[src/rtl/hazard_scoreboard_pkg.sv]
`default_nettype none
// ============================================================================
// Package : hazard_scoreboard_pkg
// Brief   : Shared types and constants for the hazard scoreboard slice.
// Rev     : 1.0
// ============================================================================
package hazard_scoreboard_pkg;

  localparam int REG_ADDR_W = 5;
  localparam int DEF_NFWD   = 2;
  localparam int DEF_LAT_W  = 4;

  // Forward-select code meaning "read from the register file".
  localparam int FW_SEL_RF = 0;

  typedef logic [REG_ADDR_W-1:0]        reg_addr_t;
  typedef logic [$clog2(DEF_NFWD+1)-1:0] fw_sel_t;
  typedef logic [DEF_LAT_W-1:0]          sb_lat_t;

  function automatic int fw_sel_width(input int nfwd);
    return (nfwd > 0) ? $clog2(nfwd + 1) : 1;
  endfunction

  function automatic int reg_idx_width(input int nregs);
    return (nregs > 2) ? $clog2(nregs) : 1;
  endfunction

endpackage : hazard_scoreboard_pkg
`default_nettype wire

[src/rtl/hazard_scoreboard_if.sv]
`default_nettype none
// ============================================================================
// Interface : hazard_scoreboard_if
// Brief     : Pipeline-side bundle between ID/EX/bypass/WB and the scoreboard.
// Rev       : 1.0
// ============================================================================
interface hazard_scoreboard_if
  import hazard_scoreboard_pkg::*;
#(
  parameter int NSRC   = 2,
  parameter int NFWD   = 2,
  parameter int LAT_W  = 4,
  parameter int SCNT_W = 32
);

  localparam int FSW = fw_sel_width(NFWD);

  logic [NSRC-1:0]            src_valid;
  reg_addr_t [NSRC-1:0]       src_addr;
  logic                       issue_valid;
  logic                       issue_we;
  reg_addr_t                  issue_rd;
  logic [LAT_W-1:0]           issue_lat;
  logic [NFWD-1:0]            fw_valid;
  reg_addr_t [NFWD-1:0]       fw_rd;
  logic                       wb_valid;
  reg_addr_t                  wb_rd;
  logic                       br_true;

  logic                       stall;
  logic                       bubble_ex;
  logic                       flush_if;
  logic                       flush_id;
  logic [NSRC-1:0][FSW-1:0]   fw_sel;
  logic [SCNT_W-1:0]          stall_cnt;

  modport master (
    output src_valid, src_addr, issue_valid, issue_we, issue_rd, issue_lat,
    output fw_valid, fw_rd, wb_valid, wb_rd, br_true,
    input  stall, bubble_ex, flush_if, flush_id, fw_sel, stall_cnt
  );

  modport slave (
    input  src_valid, src_addr, issue_valid, issue_we, issue_rd, issue_lat,
    input  fw_valid, fw_rd, wb_valid, wb_rd, br_true,
    output stall, bubble_ex, flush_if, flush_id, fw_sel, stall_cnt
  );

endinterface : hazard_scoreboard_if
`default_nettype wire

[src/rtl/hazard_sb_entry.sv]
`default_nettype none
// ============================================================================
// Module : hazard_sb_entry
// Brief  : Pending flag plus forwardability countdown for one register.
// Rev    : 1.0
// ============================================================================
module hazard_sb_entry
  import hazard_scoreboard_pkg::*;
#(
  parameter int LAT_W = 4
) (
  input  logic             clk,
  input  logic             rst,
  input  logic             load,
  input  logic             clear,
  input  logic [LAT_W-1:0] lat,
  output logic             pending,
  output logic [LAT_W-1:0] cnt
);

  logic             r_pending;
  logic [LAT_W-1:0] r_cnt;

  // A new issue takes priority over a writeback that lands in the same cycle.
  always_ff @(posedge clk or posedge rst) begin
    if (rst) begin
      r_pending <= 1'b0;
      r_cnt     <= '0;
    end else if (load) begin
      r_pending <= 1'b1;
      r_cnt     <= lat;
    end else begin
      if (clear) begin
        r_pending <= 1'b0;
      end
      if (r_pending && (r_cnt != '0)) begin
        r_cnt <= r_cnt - LAT_W'(1);
      end
    end
  end

  assign pending = r_pending;
  assign cnt     = r_cnt;

endmodule : hazard_sb_entry
`default_nettype wire

[src/rtl/hazard_scoreboard.sv]
`default_nettype none
// ============================================================================
// Module : hazard_scoreboard
// Brief  : Per-register in-flight tracking, stall/flush and bypass selection.
// Rev    : 1.0
// ============================================================================
module hazard_scoreboard
  import hazard_scoreboard_pkg::*;
#(
  parameter int NREGS  = 32,
  parameter int NSRC   = 2,
  parameter int NFWD   = 2,
  parameter int LAT_W  = 4,
  parameter int SCNT_W = 32
) (
  input  logic              clk,
  input  logic              rst,
  hazard_scoreboard_if.slave sb
);

  localparam int AW  = reg_idx_width(NREGS);
  localparam int FSW = fw_sel_width(NFWD);

  logic                     w_pending [NREGS];
  logic [LAT_W-1:0]         w_cnt     [NREGS];
  logic [AW-1:0]            w_issue_idx;
  logic [AW-1:0]            w_wb_idx;
  logic                     w_issue_eff;
  logic                     w_wb_eff;
  logic [NSRC-1:0]          w_haz;
  logic                     w_stall;
  logic [NSRC-1:0][FSW-1:0] w_fw_sel;
  logic [SCNT_W-1:0]        r_stall_cnt;

  // Address bits above the register-file index width are ignored.
  assign w_issue_idx = sb.issue_rd[AW-1:0];
  assign w_wb_idx    = sb.wb_rd[AW-1:0];

  assign w_issue_eff = sb.issue_valid & sb.issue_we & ~w_stall & ~sb.br_true
                     & (w_issue_idx != '0);
  assign w_wb_eff    = sb.wb_valid & (w_wb_idx != '0);

  generate
    for (genvar r = 0; r < NREGS; r++) begin : g_reg
      if (r == 0) begin : g_x0
        assign w_pending[r] = 1'b0;
        assign w_cnt[r]     = '0;
      end else begin : g_entry
        hazard_sb_entry #(
          .LAT_W (LAT_W)
        ) u_entry (
          .clk     (clk),
          .rst     (rst),
          .load    (w_issue_eff && (w_issue_idx == AW'(r))),
          .clear   (w_wb_eff && (w_wb_idx == AW'(r))),
          .lat     (sb.issue_lat),
          .pending (w_pending[r]),
          .cnt     (w_cnt[r])
        );
      end
    end
  endgenerate

  always_comb begin
    w_haz = '0;
    for (int i = 0; i < NSRC; i++) begin
      w_haz[i] = sb.src_valid[i]
               && (sb.src_addr[i][AW-1:0] != '0)
               && w_pending[sb.src_addr[i][AW-1:0]]
               && (w_cnt[sb.src_addr[i][AW-1:0]] != '0);
    end
  end

  // A taken branch squashes the stalled instruction, so it overrides the stall.
  assign w_stall = (|w_haz) & ~sb.br_true;

  // Scan oldest to youngest so the youngest matching stage wins.
  always_comb begin
    w_fw_sel = '0;
    for (int i = 0; i < NSRC; i++) begin
      w_fw_sel[i] = FSW'(FW_SEL_RF);
      for (int k = NFWD - 1; k >= 0; k--) begin
        if (sb.fw_valid[k] && (sb.fw_rd[k] == sb.src_addr[i])
            && (sb.src_addr[i] != '0)) begin
          w_fw_sel[i] = FSW'(k + 1);
        end
      end
    end
  end

  always_ff @(posedge clk or posedge rst) begin
    if (rst) begin
      r_stall_cnt <= '0;
    end else if (w_stall && (r_stall_cnt != '1)) begin
      r_stall_cnt <= r_stall_cnt + SCNT_W'(1);
    end
  end

  assign sb.stall     = w_stall;
  assign sb.bubble_ex = w_stall;
  assign sb.flush_if  = sb.br_true & ~rst;
  assign sb.flush_id  = sb.br_true & ~rst;
  assign sb.fw_sel    = w_fw_sel;
  assign sb.stall_cnt = r_stall_cnt;

endmodule : hazard_scoreboard
`default_nettype wire

[src/flat_wrapper.sv]
// flat-port wrapper written by rule: the top's interface ports become plain ports
module hazard_scoreboard_flat import hazard_scoreboard_pkg::*;
#(
  parameter int NREGS  = 32,
  parameter int NSRC   = 2,
  parameter int NFWD   = 2,
  parameter int LAT_W  = 4,
  parameter int SCNT_W = 32
)
  (clk, rst, sb_src_valid, sb_src_addr, sb_issue_valid, sb_issue_we, sb_issue_rd, sb_issue_lat, sb_fw_valid, sb_fw_rd, sb_wb_valid, sb_wb_rd, sb_br_true, sb_stall, sb_bubble_ex, sb_flush_if, sb_flush_id, sb_fw_sel, sb_stall_cnt);
  hazard_scoreboard_if #(.NSRC(NSRC), .NFWD(NFWD), .LAT_W(LAT_W), .SCNT_W(SCNT_W)) sb_i ();
  input  logic clk;
  input  logic rst;
  input wire logic [$bits(sb_i.src_valid)-1:0] sb_src_valid;
  input wire logic [$bits(sb_i.src_addr)-1:0] sb_src_addr;
  input wire logic [$bits(sb_i.issue_valid)-1:0] sb_issue_valid;
  input wire logic [$bits(sb_i.issue_we)-1:0] sb_issue_we;
  input wire logic [$bits(sb_i.issue_rd)-1:0] sb_issue_rd;
  input wire logic [$bits(sb_i.issue_lat)-1:0] sb_issue_lat;
  input wire logic [$bits(sb_i.fw_valid)-1:0] sb_fw_valid;
  input wire logic [$bits(sb_i.fw_rd)-1:0] sb_fw_rd;
  input wire logic [$bits(sb_i.wb_valid)-1:0] sb_wb_valid;
  input wire logic [$bits(sb_i.wb_rd)-1:0] sb_wb_rd;
  input wire logic [$bits(sb_i.br_true)-1:0] sb_br_true;
  output wire logic [$bits(sb_i.stall)-1:0] sb_stall;
  output wire logic [$bits(sb_i.bubble_ex)-1:0] sb_bubble_ex;
  output wire logic [$bits(sb_i.flush_if)-1:0] sb_flush_if;
  output wire logic [$bits(sb_i.flush_id)-1:0] sb_flush_id;
  output wire logic [$bits(sb_i.fw_sel)-1:0] sb_fw_sel;
  output wire logic [$bits(sb_i.stall_cnt)-1:0] sb_stall_cnt;
  assign sb_i.src_valid = sb_src_valid;
  assign sb_i.src_addr = sb_src_addr;
  assign sb_i.issue_valid = sb_issue_valid;
  assign sb_i.issue_we = sb_issue_we;
  assign sb_i.issue_rd = sb_issue_rd;
  assign sb_i.issue_lat = sb_issue_lat;
  assign sb_i.fw_valid = sb_fw_valid;
  assign sb_i.fw_rd = sb_fw_rd;
  assign sb_i.wb_valid = sb_wb_valid;
  assign sb_i.wb_rd = sb_wb_rd;
  assign sb_i.br_true = sb_br_true;
  assign sb_stall = sb_i.stall;
  assign sb_bubble_ex = sb_i.bubble_ex;
  assign sb_flush_if = sb_i.flush_if;
  assign sb_flush_id = sb_i.flush_id;
  assign sb_fw_sel = sb_i.fw_sel;
  assign sb_stall_cnt = sb_i.stall_cnt;
  hazard_scoreboard #(.NREGS(NREGS), .NSRC(NSRC), .NFWD(NFWD), .LAT_W(LAT_W), .SCNT_W(SCNT_W)) u_core (.clk(clk), .rst(rst), .sb(sb_i));
endmodule
[config.mk]
export PLATFORM = sky130hd
export DESIGN_NAME = hazard_scoreboard_flat
export DESIGN_NICKNAME = d
export VERILOG_FILES = /design/src/rtl/hazard_scoreboard_pkg.sv /design/src/rtl/hazard_scoreboard_if.sv /design/src/rtl/hazard_sb_entry.sv /design/src/rtl/hazard_scoreboard.sv /design/src/flat_wrapper.sv
export SDC_FILE = /design/constraint.sdc
export NUM_CORES = 1
export LEC_CHECK = 0
export ABC_CLOCK_PERIOD_IN_PS = 6300
export CELL_PAD_IN_SITES_DETAIL_PLACEMENT = 1
export CELL_PAD_IN_SITES_GLOBAL_PLACEMENT = 2
export CORE_MARGIN = 4
export CORE_UTILIZATION = 36
export CTS_CLUSTER_SIZE = 12
export DETAILED_ROUTE_END_ITERATION = 7
export PLACE_DENSITY_LB_ADDON = 0.1
export SETUP_SLACK_MARGIN = 0.02
export SKIP_CTS_REPAIR_TIMING = 1
export SLEW_MARGIN = 20
export SYNTH_ARGS = -nofsm -noshare
export SYNTH_HDL_FRONTEND = slang
export SYNTH_SLANG_ARGS = --single-unit
export TNS_END_PERCENT = 1
[constraint.sdc]
create_clock -name clk -period 6.3 [get_ports clk]
set_input_delay 1.26 -clock clk [delete_from_list [all_inputs] [get_ports clk]]
set_output_delay 1.26 -clock clk [all_outputs]
set_load 0.005 [all_outputs]
### Yosys cells after proc, flatten, opt, wreduce, memory -nomap -nowiden

Cells that the tools add are included.

* register bits: 187
* input port bits: 44
* output and inout bits: 40
* word-level logic and storage cells: 524

* $add $sub $neg: 32
* order comparisons: 2
* equal/unequal tests: 67
* multiplexer cells: 140
* bitwise operators: 12
* reductions and logical operators: 208

Operator list (count)
* $mux W4: 66
* $eq A5 B5 Y1 const B: 32
* $reduce_bool A4 Y1: 33
* $reduce_bool A2 Y1: 62
* $sub A4 B1 Y4 const B: 31
* $logic_and A1 B1 Y1: 108
* $eq A5 B4 Y1 const B: 16
* $mux W1: 66
* $bmux W4 S5: 2
* $eq A5 B3 Y1 const B: 8
* $add A32 B1 Y32 const B: 1
* $ne A32 B32 Y1 const B: 1
* $eq A5 B2 Y1 const B: 4
* $eq A5 B5 Y1: 4
* $reduce_bool A5 Y1: 4
* $ge A6 B6 Y1 const B: 2
* $not A5 Y6: 2
* $bmux W1 S5: 2
* $eq A5 B1 Y1 const B: 2
* $mux W2: 4
* $and A1 B1 Y1: 7
* $not A1 Y1: 3
* $reduce_or A2 Y1: 1

### Depth between registers and ports, before layout

* depth in word-level cells: 14
* gate-level depth with buffers: 13
* depth with buffers taken out: 9

### Cells and area by module

A second synthesis with hierarchy kept.

* cell total of the unflattened synthesis: 1444
* area total of the unflattened synthesis: 13279.0 um^2

By module, submodules not included
* hazard_sb_entry: instances 31, cells each 31, area an instance 304.0 um^2, sequential area each 125.1 um^2
* hazard_scoreboard: instances 1, cells each 483, area an instance 3853.7 um^2, sequential area each 800.8 um^2

### Least setup slack after synthesis

No wires, ideal clock.

* kind: input port to output port
* start point: input port sb_src_addr[1]
* end point: output port sb_stall
* arrival time: 3.162 ns
* required time: 5.040 ns
* setup slack: 1.878 ns
* cell stages on the path: 9
* buffers on the path: 3
* path through: buf_4 inv_2 buf_6 mux4_2 nand3b_1 a221oi_1 or4_4 a21oi_1 buf_4

* cells in the longest elaborated chain, start to end: 8
* elaborated cells on any way between the ends: 14
* those cells by class: 6 x mux; 2 x bitwise; 6 x reduce/logical

RTL lines
* start: declaration: line flat_wrapper.sv:15 `input wire logic [$bits(sb_i.src_addr)-1:0] sb_src_addr;`
* $not A5 Y6 (not written as such): line hazard_scoreboard.sv:69, hazard_scoreboard.sv:70
* $bmux W4 S5 / $bmux W1 S5 (equally long branches): line hazard_scoreboard.sv:70, hazard_scoreboard.sv:69
* $mux W4 (not written as such) / $mux W1 (equally long branches) (2 in a row): line hazard_scoreboard.sv:70, hazard_scoreboard.sv:69
* $reduce_bool A4 Y1 / $logic_and A1 B1 Y1 (equally long branches): line hazard_scoreboard.sv:70, hazard_scoreboard.sv:69
* $logic_and A1 B1 Y1 *: line hazard_scoreboard.sv:70 `&& (w_cnt[sb.src_addr[i][AW-1:0]] != '0);`
* $reduce_or A2 Y1 *: line hazard_scoreboard.sv:75 `assign w_stall = (|w_haz) & ~sb.br_true;`
* $and A1 B1 Y1 *: line hazard_scoreboard.sv:75
* end: declaration: line flat_wrapper.sv:25 `output wire logic [$bits(sb_i.stall)-1:0] sb_stall;`

Every way passes the cells marked *; elsewhere a longest branch is shown, timed or not. The select of a mux whose other input is x is not followed.

### Final worst setup path

Ends and elaborated chain as after synthesis.

==> summary.txt <==
Setup path
  • R2r worst-path depth: 7
  • Crit Path Category: input port to output port
  • Worst setup EP type: output port
  • CP arrival: 4430 ps
  • CP startpoint kind: input port
  • R2r setup slk: 2320 ps
  • Critical Path RT: 5040 ps
  • Critical Path Fanout Max: 13

STA
  • FMAX: 176 MHz
  • Worst slew pin tran: 1050 ps
  • Final Skew: 10.3 ps
  • Final WS setup: 606 ps
  • Tmin final: 5690 ps
  • Endpoints failing hold: 0
  • Setup TNS: 0 ps
  • Rel. slew slack: 30.1%
  • Max Slew Vio Count: 0
  • Final period utilization: 90.4%
  • RSZ-0062 raised after global routing: no
  • Final setup fails: 0

Synthesis
  • Top cells by count, synth: dfrtp_1 (187), mux2_2 (121), nand2_1 (117), xnor2_1 (96), inv_1 (70)
  • Synth top area share: 38.8%
  • Post-synth top area cell: dfrtp_1
  • Cell variety after synth: 60
  • Cells after Synth: 1174
  • Main flop type after synthesis: dfrtp_1
  • Most common cell in the netlist: dfrtp_1
  • Synth top area cells: dfrtp_1 (39%), mux2_2 (11%), xnor2_1 (7.0%)
  • Syn avg cell area: 10.3 sq um
  • Post-synth EDFFs: 0
  • Number of synthesis warnings: 0
  • Seq/Total Area, Yosys: 38.8%
  • Post-synth ARST share: 100%
  • Seq cells post-synth: 187
  • Synth Net Count: 1250
  • Synthesized cell area: 0.0121 sq mm

Power
  • Leakage: 5.70 nW
  • Power Density: 366 mW/mm^2
  • Worst vdd ir: 0.205 mV

Detailed routing
  • Total Wirelength: 37.3 mm
  • Vias per inst: 5.39
  • DR iter-0 viols: 400
  • Drt first pass iters: 4
  • Total number of vias: 9210
  • DRC viols: 0
  • Wirelength per Cell: 21.8 um
  • Detail Route Antenna Nets: 0

Clock tree
  • TritonCTS clock tree: done
  • Clk_lat worst skew: 450 ps
  • Clock-pin slew on the worst setup and hold paths: 70 ps
  • Clk root buf: clkbuf_16
  • Longest Clk Path Bufs: 2
  • Sink Count: 187
  • H-tree depth: 4
  • CTS buffer count: 17

Placed design
  • # port buffers: 83
  • RD Place Congestion: 0.829
  • HPWL after DPL: 27.0 mm
  • DP Area: 0.0134 sq mm
  • Pre-CTS setup slack: 573 ps
  • Placed Cells incl. Taps: 1676

Global routing
  • First-pass GRT wire length: 58.9 mm
  • Initial antenna violation count: 0
  • GRT overflow: 0
  • Largest net degree at the start of global routing: 112
  • GRT Util Overall: 21.1%
  • Vias in the first global route: 9676

Finish
  • Area Overhead vs Synth: 15.3%
  • # fillers: 3658
  • Share of layout cells above drive strength 1: 19.0%
  • Layout Cells excl Fill: 1708
  • Ant diodes: 0
  • Final Net Count: 1329
  • Final instance area: 0.0139 sq mm

Min path
  • Hold path cells: 1
  • Hold crit path type: flop to flop

Floorplanning
  • CORE AREA: 0.0328 sq mm
  • Die W: 191 um
  • Die ar.: 0.0365 sq mm
  • Top Ports: 84
  • Initial Util: 36.8%
  • Die Ht: 191 um
  • Row cnt: 66

Run
  • Max_cap viols: 0

Run status
  • Status: finished, final reports clean
[cells by family after synthesis]
logic type | synth area share, %
buf+inv | 4.30
simple gates | 20.4
xor+xnor | 10.5
mux | 17.3
compound gates | 5.43
flops | 38.8
fa+ha+maj | 3.32
[layout make-up]
type / count / area (sq um) / share of cell area (%)
clock inverter: 9 / 63.8 / 0.459
multi-input combinational: 873 / 6870 / 49.4
inverter: 72 / 274 / 1.97
sequential: 187 / 4680 / 33.7
tap: 442 / 553 / 3.98
timing repair buffer: 102 / 993 / 7.15
clock buffer: 23 / 468 / 3.37
[worst paths after layout]
check | startpoint | end
worst max-delay path | sb_src_addr[1] | sb_stall
worst min-delay path | u_core.sb.stall_cnt[22]$_DFFE_PP0P_ | u_core.sb.stall_cnt[22]$_DFFE_PP0P_
worst max register to register | u_core.sb.stall_cnt[8]$_DFFE_PP0P_ | u_core.sb.stall_cnt[1]$_DFFE_PP0P_
worst min register to register | u_core.sb.stall_cnt[22]$_DFFE_PP0P_ | u_core.sb.stall_cnt[22]$_DFFE_PP0P_
max in group asynchronous | rst | u_core.g_reg[27].g_entry.u_entry.cnt[1]$_DFFE_PP0P_
min in group asynchronous | rst | u_core.g_reg[4].g_entry.u_entry.cnt[1]$_DFFE_PP0P_
[power breakdown]
group,internal [W],switching [W],leakage (nW)
Sequential,0.00164,0.000524,2.36
Clock,0.000527,0.000497,0.254
Combinational,0.000993,0.000911,3.09
Total,0.00316,0.00193,5.70
[flip-flops by register name, summed over array words and instances, names as in the netlist]
| register | flops |
|---|---|
| u_core.g.g_entry.u_entry.cnt | 124 |
| u_core.g.g_entry.u_entry.pending | 31 |
| u_core.sb.stall_cnt | 32 |
[layer usage]
metal,up-vias,global-route usage (%),wire length (um)
met2,140,35.7,18400
met3,27,3.36,1200
li1,4339,-,-
met1,4704,28.7,17100
met5,-,0,0
met4,0,4.78,490
[worst max-delay path, stage by stage]
cell and delay [ps]:
clkdlybuf4s50_1 630, buf_4 300, mux4_2 330, o2bb2ai_1 140
o211a_1 250, or4_4 540, a21oi_1 380, clkdlybuf4s50_1 590
[placed cells by master (no fill, tap or decap), types with 7 or more instances in the layout]
cell             count
xor2_1              46
clkbuf_16           17
nor3_1              12
nand2_1            117
buf_4               17
inv_1               69
or2_2               10
mux2i_1             13
clkdlybuf4s50_1     82
mux4_2              20
nand2b_1            33
o31ai_1              7
nand4_1             17
nand3_1             57
nor2_1              42
nor4_1              66
ha_1                32
mux2_1               8
o21ai_0             67
nor2b_1             11
and3_1              11
or3_1                7
nor3_4              18
xnor2_1             96
nor3_2              13
mux2_2             121
dfrtp_1            187
[metrics by stage]
stage                     power, W  hold slack, ps  util [%]
after floorplan            0.00350             477         -
after global placement     0.00403             478      40.7
after detailed placement   0.00409             481      40.8
after CTS                  0.00517             497      42.4
after global routing       0.00552             513      42.4
final                      0.00509             491      42.4
No activity file was read; power rests on OpenSTA's default activity.
